File: config.mk
export PLATFORM = sky130hd
export DESIGN_NAME = div_quotient_flat
export DESIGN_NICKNAME = d
export VERILOG_FILES = /design/src/rtl/div_quotient_if.sv /design/src/rtl/div_quotient.sv /design/src/flat_wrapper.sv
export SDC_FILE = /design/constraint.sdc
export NUM_CORES = 1
export LEC_CHECK = 0
export CAP_MARGIN = 10
export CELL_PAD_IN_SITES_DETAIL_PLACEMENT = 2
export CELL_PAD_IN_SITES_GLOBAL_PLACEMENT = 2
export CORE_UTILIZATION = 43
export CTS_CLUSTER_DIAMETER = 80
export DETAILED_ROUTE_END_ITERATION = 7
export PLACE_DENSITY_LB_ADDON = 0.15
export SKIP_CTS_REPAIR_TIMING = 1
export SLEW_MARGIN = 30
export SYNTH_ARGS = -nofsm -noshare
export SYNTH_HDL_FRONTEND = slang
export SYNTH_SLANG_ARGS = --single-unit
File: constraint.sdc
create_clock -name clk -period 7.46 [get_ports clk]
set_input_delay 1.492 -clock clk [delete_from_list [all_inputs] [get_ports clk]]
set_output_delay 1.492 -clock clk [all_outputs]
set_load 0.02 [all_outputs]
File: src/rtl/div_quotient_if.sv
// Handshake bundle between the reciprocal chain, the numerator source and the
// quotient consumer of div_quotient.
interface div_quotient_if #(
    parameter int PRECISION = 18
);
    logic                 req_vld;
    logic [PRECISION-1:0] req_n;
    logic                 recip_vld;
    logic [PRECISION-1:0] recip_r;
    logic                 out_vld;
    logic [PRECISION-1:0] out_q;
    logic                 out_ovf;
    logic                 full;
    logic                 err;

    modport master (
        output req_vld, req_n, recip_vld, recip_r,
        input  out_vld, out_q, out_ovf, full, err
    );

    modport slave (
        input  req_vld, req_n, recip_vld, recip_r,
        output out_vld, out_q, out_ovf, full, err
    );
endinterface

File: src/rtl/div_quotient.sv
// Final quotient stage of a Newton-Raphson divider: aligns each numerator with
// its reciprocal, then multiplies, rounds and saturates in a 3-stage pipeline.
module div_quotient #(
    parameter int INTEGER   = 10,
    parameter int DECIMAL   = 7,
    parameter int PRECISION = 1 + INTEGER + DECIMAL,
    parameter int DEPTH     = 8
) (
    input  logic          clk,
    input  logic          rst_n,
    div_quotient_if.slave bus
);
    localparam int AW = $clog2(DEPTH);
    localparam int PW = 2 * PRECISION;

    localparam logic [AW-1:0]        PTR_ONE   = AW'(1'b1);
    localparam logic [AW:0]          CNT_ONE   = (AW + 1)'(1'b1);
    localparam logic [AW:0]          CNT_ZERO  = (AW + 1)'(1'b0);
    localparam logic [AW:0]          FULL_CNT  = (AW + 1)'(DEPTH);
    localparam logic [PRECISION-1:0] PREC_ONE  = PRECISION'(1'b1);
    localparam logic [PRECISION-1:0] PREC_ZERO = PRECISION'(1'b0);
    localparam logic [PRECISION-1:0] MAX_POS   = {1'b0, {(PRECISION-1){1'b1}}};
    localparam logic [PW-1:0]        HALF_LSB  = PW'(1'b1) << (DECIMAL - 1);

    // The most negative input maps to 2^(PRECISION-1), which still fits unsigned.
    function automatic logic [PRECISION-1:0] magnitude(input logic [PRECISION-1:0] v);
        logic [PRECISION-1:0] m;
        if (v[PRECISION-1]) begin
            m = ~v + PREC_ONE;
        end else begin
            m = v;
        end
        return m;
    endfunction

    logic [PRECISION-1:0] mem_r [DEPTH];
    logic [AW-1:0]        wr_ptr_r;
    logic [AW-1:0]        rd_ptr_r;
    logic [AW:0]          count_r;
    logic [AW:0]          count_nxt_s;
    logic                 full_r;
    logic                 empty_r;
    logic                 err_r;

    logic                 pop_s;
    logic                 push_s;
    logic                 err_set_s;
    logic [PRECISION-1:0] head_s;

    logic                 s1_vld_r;
    logic [PRECISION-1:0] s1_mag_n_r;
    logic [PRECISION-1:0] s1_mag_d_r;
    logic                 s1_sign_r;
    logic                 s2_vld_r;
    logic [PW-1:0]        s2_mag_r;
    logic                 s2_sign_r;
    logic                 out_vld_r;
    logic [PRECISION-1:0] out_q_r;
    logic                 out_ovf_r;

    logic [PW-1:0]        prod_s;
    logic [PW-1:0]        rnd_s;
    logic                 sat_s;
    logic [PRECISION-1:0] mag3_s;
    logic [PRECISION-1:0] q3_s;

    // A full buffer still accepts a push when a pop frees a slot the same cycle;
    // an empty buffer never bypasses a same-cycle push to the reciprocal.
    assign pop_s     = bus.recip_vld & ~empty_r;
    assign push_s    = bus.req_vld & (~full_r | pop_s);
    assign err_set_s = (bus.recip_vld & empty_r) | (bus.req_vld & full_r & ~pop_s);
    assign head_s    = mem_r[rd_ptr_r];

    // Next occupancy, used to register exact full/empty flags.
    always_comb begin
        count_nxt_s = count_r;
        case ({push_s, pop_s})
            2'b10:   count_nxt_s = count_r + CNT_ONE;
            2'b01:   count_nxt_s = count_r - CNT_ONE;
            default: count_nxt_s = count_r;
        endcase
    end

    // Numerator storage; only slots between the pointers are ever read.
    always_ff @(posedge clk) begin
        if (push_s) begin
            mem_r[wr_ptr_r] <= bus.req_n;
        end
    end

    // Buffer pointers, occupancy flags and the sticky protocol error.
    always_ff @(posedge clk or negedge rst_n) begin
        if (!rst_n) begin
            wr_ptr_r <= {AW{1'b0}};
            rd_ptr_r <= {AW{1'b0}};
            count_r  <= CNT_ZERO;
            full_r   <= 1'b0;
            empty_r  <= 1'b1;
            err_r    <= 1'b0;
        end else begin
            if (push_s) begin
                wr_ptr_r <= wr_ptr_r + PTR_ONE;
            end
            if (pop_s) begin
                rd_ptr_r <= rd_ptr_r + PTR_ONE;
            end
            count_r <= count_nxt_s;
            full_r  <= (count_nxt_s == FULL_CNT);
            empty_r <= (count_nxt_s == CNT_ZERO);
            if (err_set_s) begin
                err_r <= 1'b1;
            end
        end
    end

    // Adding half an LSB to the magnitude rounds half away from zero once the sign is reapplied.
    assign prod_s = {{PRECISION{1'b0}}, s1_mag_n_r} * {{PRECISION{1'b0}}, s1_mag_d_r};
    assign rnd_s  = (prod_s + HALF_LSB) >> DECIMAL;

    // Saturate the magnitude symmetrically, then restore the sign.
    always_comb begin
        sat_s  = (s2_mag_r > {{PRECISION{1'b0}}, MAX_POS});
        mag3_s = PREC_ZERO;
        q3_s   = PREC_ZERO;
        if (sat_s) begin
            mag3_s = MAX_POS;
        end else begin
            mag3_s = s2_mag_r[PRECISION-1:0];
        end
        if (s2_sign_r) begin
            q3_s = ~mag3_s + PREC_ONE;
        end else begin
            q3_s = mag3_s;
        end
    end

    // Three pipeline stages: magnitudes/sign, rounded product, saturated result.
    always_ff @(posedge clk or negedge rst_n) begin
        if (!rst_n) begin
            s1_vld_r   <= 1'b0;
            s1_mag_n_r <= PREC_ZERO;
            s1_mag_d_r <= PREC_ZERO;
            s1_sign_r  <= 1'b0;
            s2_vld_r   <= 1'b0;
            s2_mag_r   <= {PW{1'b0}};
            s2_sign_r  <= 1'b0;
            out_vld_r  <= 1'b0;
            out_q_r    <= PREC_ZERO;
            out_ovf_r  <= 1'b0;
        end else begin
            s1_vld_r <= pop_s;
            if (pop_s) begin
                s1_mag_n_r <= magnitude(head_s);
                s1_mag_d_r <= magnitude(bus.recip_r);
                s1_sign_r  <= head_s[PRECISION-1] ^ bus.recip_r[PRECISION-1];
            end
            s2_vld_r <= s1_vld_r;
            if (s1_vld_r) begin
                s2_mag_r  <= rnd_s;
                s2_sign_r <= s1_sign_r;
            end
            out_vld_r <= s2_vld_r;
            if (s2_vld_r) begin
                out_q_r   <= q3_s;
                out_ovf_r <= sat_s;
            end
        end
    end

    assign bus.out_vld = out_vld_r;
    assign bus.out_q   = out_q_r;
    assign bus.out_ovf = out_ovf_r;
    assign bus.full    = full_r;
    assign bus.err     = err_r;
endmodule

File: src/flat_wrapper.sv
// flat-port wrapper written by rule: the top's interface ports become plain ports
module div_quotient_flat 
#(
    parameter int INTEGER   = 10,
    parameter int DECIMAL   = 7,
    parameter int PRECISION = 1 + INTEGER + DECIMAL,
    parameter int DEPTH     = 8
)
  (clk, rst_n, bus_req_vld, bus_req_n, bus_recip_vld, bus_recip_r, bus_out_vld, bus_out_q, bus_out_ovf, bus_full, bus_err);
  div_quotient_if #(.PRECISION(PRECISION)) bus_i ();
  input  logic clk;
  input  logic rst_n;
  input wire logic [$bits(bus_i.req_vld)-1:0] bus_req_vld;
  input wire logic [$bits(bus_i.req_n)-1:0] bus_req_n;
  input wire logic [$bits(bus_i.recip_vld)-1:0] bus_recip_vld;
  input wire logic [$bits(bus_i.recip_r)-1:0] bus_recip_r;
  output wire logic [$bits(bus_i.out_vld)-1:0] bus_out_vld;
  output wire logic [$bits(bus_i.out_q)-1:0] bus_out_q;
  output wire logic [$bits(bus_i.out_ovf)-1:0] bus_out_ovf;
  output wire logic [$bits(bus_i.full)-1:0] bus_full;
  output wire logic [$bits(bus_i.err)-1:0] bus_err;
  assign bus_i.req_vld = bus_req_vld;
  assign bus_i.req_n = bus_req_n;
  assign bus_i.recip_vld = bus_recip_vld;
  assign bus_i.recip_r = bus_recip_r;
  assign bus_out_vld = bus_i.out_vld;
  assign bus_out_q = bus_i.out_q;
  assign bus_out_ovf = bus_i.out_ovf;
  assign bus_full = bus_i.full;
  assign bus_err = bus_i.err;
  div_quotient #(.INTEGER(INTEGER), .DECIMAL(DECIMAL), .PRECISION(PRECISION), .DEPTH(DEPTH)) u_core (.clk(clk), .rst_n(rst_n), .bus(bus_i));
endmodule
==> reports/qor.csv, run 1 <==
metric,value,unit
Worst EP required,7920,ps
Hold Crit Class,flop to flop,
Post-Synth Adder-Cell Area,0.3215,
CTS root buffer,clkbuf_16,
"Slew Viols, Final",0,
Hold Path Depth,1,
crit-path most repeated cell,fa_1,
Finished Core Util,0.4827,
WL final,56.17,mm
number of global-route vias before repair,16310,
Worst R2R Path Depth,17,
Die Span Y,222.7,µm
"CTS clk-pin slew, worst paths",60,ps
largest net degree at the start of global routing,79,
Unique masters post-synth,59,
"Warnings, synthesis",0,
Startpoint Class,flop,
cell taking the most area after synthesis,fa_1,
register area share after synthesis,0.3283,
Netlist Area Pre-Place,20950,µm²
ys flop type,edfxtp_1,
CP Max Fanout,19,
FILL cells,4834,
Synth Net Count,2335,
global-route wire length before repair,91.09,mm
most instantiated library cell after synthesis,inv_1,
hpwl dp,43.69,mm
Commonest cells post-synth,"299 x inv_1, 257 x fa_1, 223 x nand2_1",
final setup fails,0,
Tmin final,6983,ps
WS Path Type,flop to flop,
drt pass-1 iters,4,
Yosys top cell area share,0.2456,
area growth from synthesis to layout,10.25,%
via count,13730,
"FFs w/ async S/R, synth",0.4146,
CTS tree,yes,
"Slowest-stage cell, CP",dfrtp_1,
Simple-Gate Fraction of Synth Area,0.1354,
Initial DRC Count,478,
RePlAce Congestion,0.8326,
maxcap violations,0,
grt total ovfl,0,
Post-Syn Area per Cell,10.96,µm²
Buffers on Ports,61,
unrepaired setup endpoints after global routing,no,
Setup TNS Final,0,ps
Seq cells post-synth,246,
status,"complete, no violations",
H-tree levels,1,
Hold Fails Final Rpt,0,
fin crit share,0.9360,
Register Area,6880,µm²
die width,222.7,µm
antenna violations before repair,0,
Setup WS pre-CTS,546.9,ps
Clock Latency Late Sink,590,ps
GRT Overall Usage,0.2373,
Via density,5.331,
Starting Density,0.4378,
Core ar.,47850,µm²
multiplexer share of the synthesized area,0.06230,
Clock Path Buffers,3,
layout cells sized above 1,0.07500,
total CTS buffers,28,
post-route ant nets,0,
CP endpoint kind,flop,
Rows,80,
DIE AREA,49600,µm²
worst-path cell chain,"nand2_1, fa_1, fa_1, fa_1, fa_1, fa_1, inv_1, fa_1, ha_1, a21oi_1, o21ai_0, or3_1, nor3_1, or2_2, o21ai_0, a211o_1, a31o_2",
largest family of logic cells by synthesized area,adder cells,
Worst-Margin Slew,818.7,ps
Nets,2362,
Synth Instances,1911,
Post-synth EDFFs,144,
top post-synthesis cells by area,"fa_1 25%, edfxtp_1 21%, dfrtp_1 12%",
compound-gate portion of the synthesized area,0.05364,
max incr delay on CP,840,ps
Rel. slew slack,0.4542,
ANT cells,0,
drt drc,0,
I/O pin count,62,
setup ws final,477.2,ps
Post-Synth XOR/XNOR Area,0.02885,
Max Clk Rate,0.1432,GHz
Critical Path AT,7440,ps
wire length per cell,21.81,µm
clk sink count,246,
multi-input combinational cell area,12620,µm²
Final Skew,23.69,ps
-- path summary, 6_finish.rpt --
check	startpoint	end	slack (ps)
hold reg to reg	u_core.bus.err$_DFFE_PN0P_	u_core.bus.err$_DFFE_PN0P_	480
setup / recovery	u_core.s1_mag_d_r[17]$_DFFE_PN0P_	u_core.s2_mag_r[22]$_DFFE_PN0P_	480
min in group asynchronous	rst_n	u_core.bus.out_q[2]$_DFFE_PN0P_	920
max in group asynchronous	rst_n	u_core.rd_ptr_r[0]$_DFFE_PN0P_	5260
setup reg to reg	u_core.s1_mag_d_r[17]$_DFFE_PN0P_	u_core.s2_mag_r[22]$_DFFE_PN0P_	480
hold / removal	u_core.bus.err$_DFFE_PN0P_	u_core.bus.err$_DFFE_PN0P_	480
-- worst max-delay path: cells and delay by family (launching register included) --
| family | cells | cell delay, ps |
|---|---|---|
| AOI/OAI and AO/OA | 5 | 1040 |
| adders and majority gates | 7 | 3660 |
| and+or+nand+nor | 4 | 1230 |
| DFF | 1 | 840 |
| buffers and inverters | 1 | 80 |
-- logic make-up after synthesis --
family / count (synthesis)
mux: 81
compound gates: 186
buf+inv: 382
xor+xnor: 69
simple gates: 563
flops: 246
fa+ha+maj: 384
-- metal layers --
| layer | GRT usage | share of wire |
|---|---|---|
| met1 | 0.2726 | 0.39 |
| met2 | 0.4619 | 0.56 |
| met3 | 0.02142 | 0.019 |
| met4 | 0.06919 | 0.029 |
| met5 | 0 | 0 |
-- registers in the layout (all words and copies together), names as in the netlist, 3 cells and up --
name	flops
u_core.mem_r	144
u_core.s2_mag_r	29
u_core.bus.out_q	18
u_core.s1_mag_d_r	18
u_core.s1_mag_n_r	18
u_core.count_r	4
u_core.rd_ptr_r	3
u_core.wr_ptr_r	3
-- stage by stage --
stage	hold WS (ps)	cell area [µm²]	cells
floorplan	351.9	20950	1911
global placement	460.3	22140	2523
detailed placement	464.6	22140	2523
CTS	482.2	23090	2575
global route	497.8	23090	2575
finish	475.7	23090	2575
-- layout make-up --
type	count	share of cell area
well taps	615	0.03332
clock inverters	22	0.01073
flip-flops and latches	246	0.2979
clock buffers	30	0.03066
inverters	299	0.04860
repair buffers	80	0.03251
multi-input cells	1283	0.5463
-- cell usage in the layout, fill, tap and decap left out, types with 58 or more instances in the layout --
master	Yosys	layout
nor2_1	61	61
clkdlybuf4s50_1	0	60
o21ai_0	60	60
fa_1	257	257
ha_1	127	127
inv_1	299	299
and2_1	192	192
a21oi_1	58	58
nand2_1	223	223
dfrtp_1	101	99
edfxtp_1	144	144
Power of run 1 is left out: the tool's default activity adds up to more than one toggle a clock period on the data nets, which glitch-free logic cannot reach.
==> inputs of run 2 (changes only) <==
--- a/config.mk
+++ b/config.mk
@@ -5,6 +5,7 @@
 export SDC_FILE = /design/constraint.sdc
 export NUM_CORES = 1
 export LEC_CHECK = 0
+export ABC_CLOCK_PERIOD_IN_PS = 7460
 export CAP_MARGIN = 10
 export CELL_PAD_IN_SITES_DETAIL_PLACEMENT = 2
 export CELL_PAD_IN_SITES_GLOBAL_PLACEMENT = 2
==> results of run 2 <==
The final DEF is identical to that of run 1; final timing and power are the same.
Power of run 2 is left out for the same reason.
==> inputs of run 3 (changes only) <==
--- a/config.mk
+++ b/config.mk
@@ -11,6 +11,7 @@
 export CELL_PAD_IN_SITES_GLOBAL_PLACEMENT = 2
 export CORE_UTILIZATION = 43
 export CTS_CLUSTER_DIAMETER = 80
+export CTS_CLUSTER_SIZE = 30
 export DETAILED_ROUTE_END_ITERATION = 7
 export PLACE_DENSITY_LB_ADDON = 0.15
 export SKIP_CTS_REPAIR_TIMING = 1
==> reports/qor.csv, run 3 (same netlist as run 1, synthesis figures left out) <==
metric,value,unit,change
Rows,80,,unchanged
Worst R2R Path Depth,17,,unchanged
"Slowest-stage cell, CP",dfrtp_1,,unchanged
final setup fails,0,,unchanged
Starting Density,0.4378,,unchanged
Largest regs,"u_core.mem_r x144, u_core.s2_mag_r x29",,unchanged
CP Max Fanout,19,,unchanged
Largest Register,u_core.mem_r,,unchanged
crit-path most repeated cell,fa_1,,unchanged
global-route wire length before repair,90.26,mm,was 91.09 mm
Clock Latency Late Sink,550,ps,was 590 ps
layout cells sized above 1,0.06767,,was 0.07500
worst-path cell chain,"nand2_1, fa_1, fa_1, fa_1, fa_1, fa_1, inv_1, fa_1, ha_1, a21oi_1, o21ai_0, or3_1, nor3_1, or2_2, o21ai_0, a211o_1, a31o_2",,unchanged
r2r endpoint,u_core.s2_mag_r[22]$_DFFE_PN0P_,,unchanged
fin crit share,0.9339,,was 0.9360
Core ar.,47850,µm²,unchanged
cell count along the critical path,17,,unchanged
r2r setup slk,490,ps,was 480 ps
GRT Overall Usage,0.2353,,was 0.2373
max incr delay on CP,850,ps,was 840 ps
RePlAce Congestion,0.8326,,unchanged
clk sink count,246,,unchanged
"CTS clk-pin slew, worst paths",90,ps,was 60 ps
CP endpoint kind,flop,,unchanged
Final Skew,41.87,ps,was 23.69 ps
wire length per cell,21.82,µm,was 21.81 µm
largest net degree at the start of global routing,79,,unchanged
number of global-route vias before repair,16080,,was 16310
buffer and inverter count on the worst path,1,,unchanged
"Slew Viols, Final",0,,unchanged
Setup TNS Final,0,ps,unchanged
total CTS buffers,16,,was 28
Reg2Reg Launch Point,u_core.s1_mag_d_r[16]$_DFFE_PN0P_,,was u_core.s1_mag_d_r[17]$_DFFE_PN0P_
grt total ovfl,0,,unchanged
H-tree levels,1,,unchanged
post-route ant nets,0,,unchanged
unrepaired setup endpoints after global routing,no,,unchanged
Worst Setup EP,u_core.s2_mag_r[22]$_DFFE_PN0P_,,unchanged
drt drc,0,,unchanged
I/O pin count,62,,unchanged
Die Span Y,222.7,µm,unchanged
status,"complete, no violations",,unchanged
Startpoint Class,flop,,unchanged
ANT cells,0,,unchanged
area growth from synthesis to layout,8.482,%,was 10.25%
setup ws final,492.8,ps,was 477.2 ps
WS Path Type,flop to flop,,unchanged
Max Clk Rate,0.1435,GHz,was 0.1432 GHz
FILL cells,4859,,was 4834
Crit path max-delay family,adder cells,,unchanged
Critical Path AT,7380,ps,was 7440 ps
most frequent cells in the layout,"299 x inv_1, 257 x fa_1, 223 x nand2_1",,unchanged
Finished Core Util,0.4749,,was 0.4827
Worst EP required,7870,ps,was 7920 ps
antenna violations before repair,0,,unchanged
Nets,2350,,was 2362
CTS tree,yes,,unchanged
WL final,55.66,mm,was 56.17 mm
hpwl dp,43.69,mm,unchanged
Hold Crit Class,flop to flop,,unchanged
drt pass-1 iters,5,,was 4
Rel. slew slack,0.4547,,was 0.4542
Clock Path Buffers,3,,unchanged
CTS root buffer,clkbuf_16,,unchanged
"commonest non-fill, non-tap cell in the layout",inv_1,,unchanged
Largest register FFs,144,,unchanged
Via density,5.350,,was 5.331
Tmin final,6967,ps,was 6983 ps
Buffers on Ports,61,,unchanged
maxcap violations,0,,unchanged
Hold Fails Final Rpt,0,,unchanged
critical path startpoint,u_core.s1_mag_d_r[16]$_DFFE_PN0P_,,was u_core.s1_mag_d_r[17]$_DFFE_PN0P_
DIE AREA,49600,µm²,unchanged
via count,13650,,was 13730
Initial DRC Count,536,,was 478
die width,222.7,µm,unchanged
Setup WS pre-CTS,546.9,ps,unchanged
Worst-Margin Slew,795.2,ps,was 818.7 ps
-- run 3: how the worst min path moves through the flow --
stage | endpoint | depth (start not counted) | slack, ps | startpoint
final | u_core.s2_sign_r$_DFFE_PN0P_ | 2 | 480 | u_core.s1_sign_r$_DFFE_PN0P_
after global routing | u_core.s2_sign_r$_DFFE_PN0P_ | 2 | 500 | u_core.s1_sign_r$_DFFE_PN0P_
after CTS | u_core.s2_sign_r$_DFFE_PN0P_ | 2 | 480 | u_core.s1_sign_r$_DFFE_PN0P_
after detailed placement | u_core.bus.err$_DFFE_PN0P_ | 1 | 460 | u_core.bus.err$_DFFE_PN0P_
after global placement | u_core.count_r[3]$_DFF_PN0_ | 1 | 460 | u_core.count_r[3]$_DFF_PN0_
after floorplan | u_core.bus.out_vld$_DFF_PN0_ | 0 | 350 | u_core.s2_vld_r$_DFF_PN0_
-- run 3: metrics by stage --
| stage | cell area [µm²] | std cells | hold slack, ps |
|---|---|---|---|
| 4_1_cts | 22720 | 2551 | 484.4 |
| 3_3_place_gp | 22140 | 2523 | 460.3 |
| 6_report | 22720 | 2551 | 475.7 |
| 2_1_floorplan | 20950 | 1911 | 351.9 |
| 3_5_place_dp | 22140 | 2523 | 464.6 |
| 5_1_grt | 22720 | 2551 | 499.2 |
-- run 3: per-layer routing --
metal | track usage | part of all wire
met1 | 0.2701 | 0.39
met2 | 0.4581 | 0.56
met3 | 0.02036 | 0.018
met4 | 0.07097 | 0.032
met5 | 0 | 0
-- run 3: area by class of cell --
class	count	area, µm²	share of cell area
multi-input cells	1283	12620	0.5552
clock buffers	16	400.4	0.01762
flip-flops and latches	246	6880	0.3028
inverters	299	1122	0.04939
repair buffers	80	750.7	0.03304
well taps	615	769.5	0.03386
clock inverters	12	185.2	0.008149
-- run 3: worst min-delay path, stage by stage, from the launching register on --
cell	delay, ps
dfrtp_1	350
nand2_1	50
o21ai_0	60
Power of run 3 is left out for the same reason.
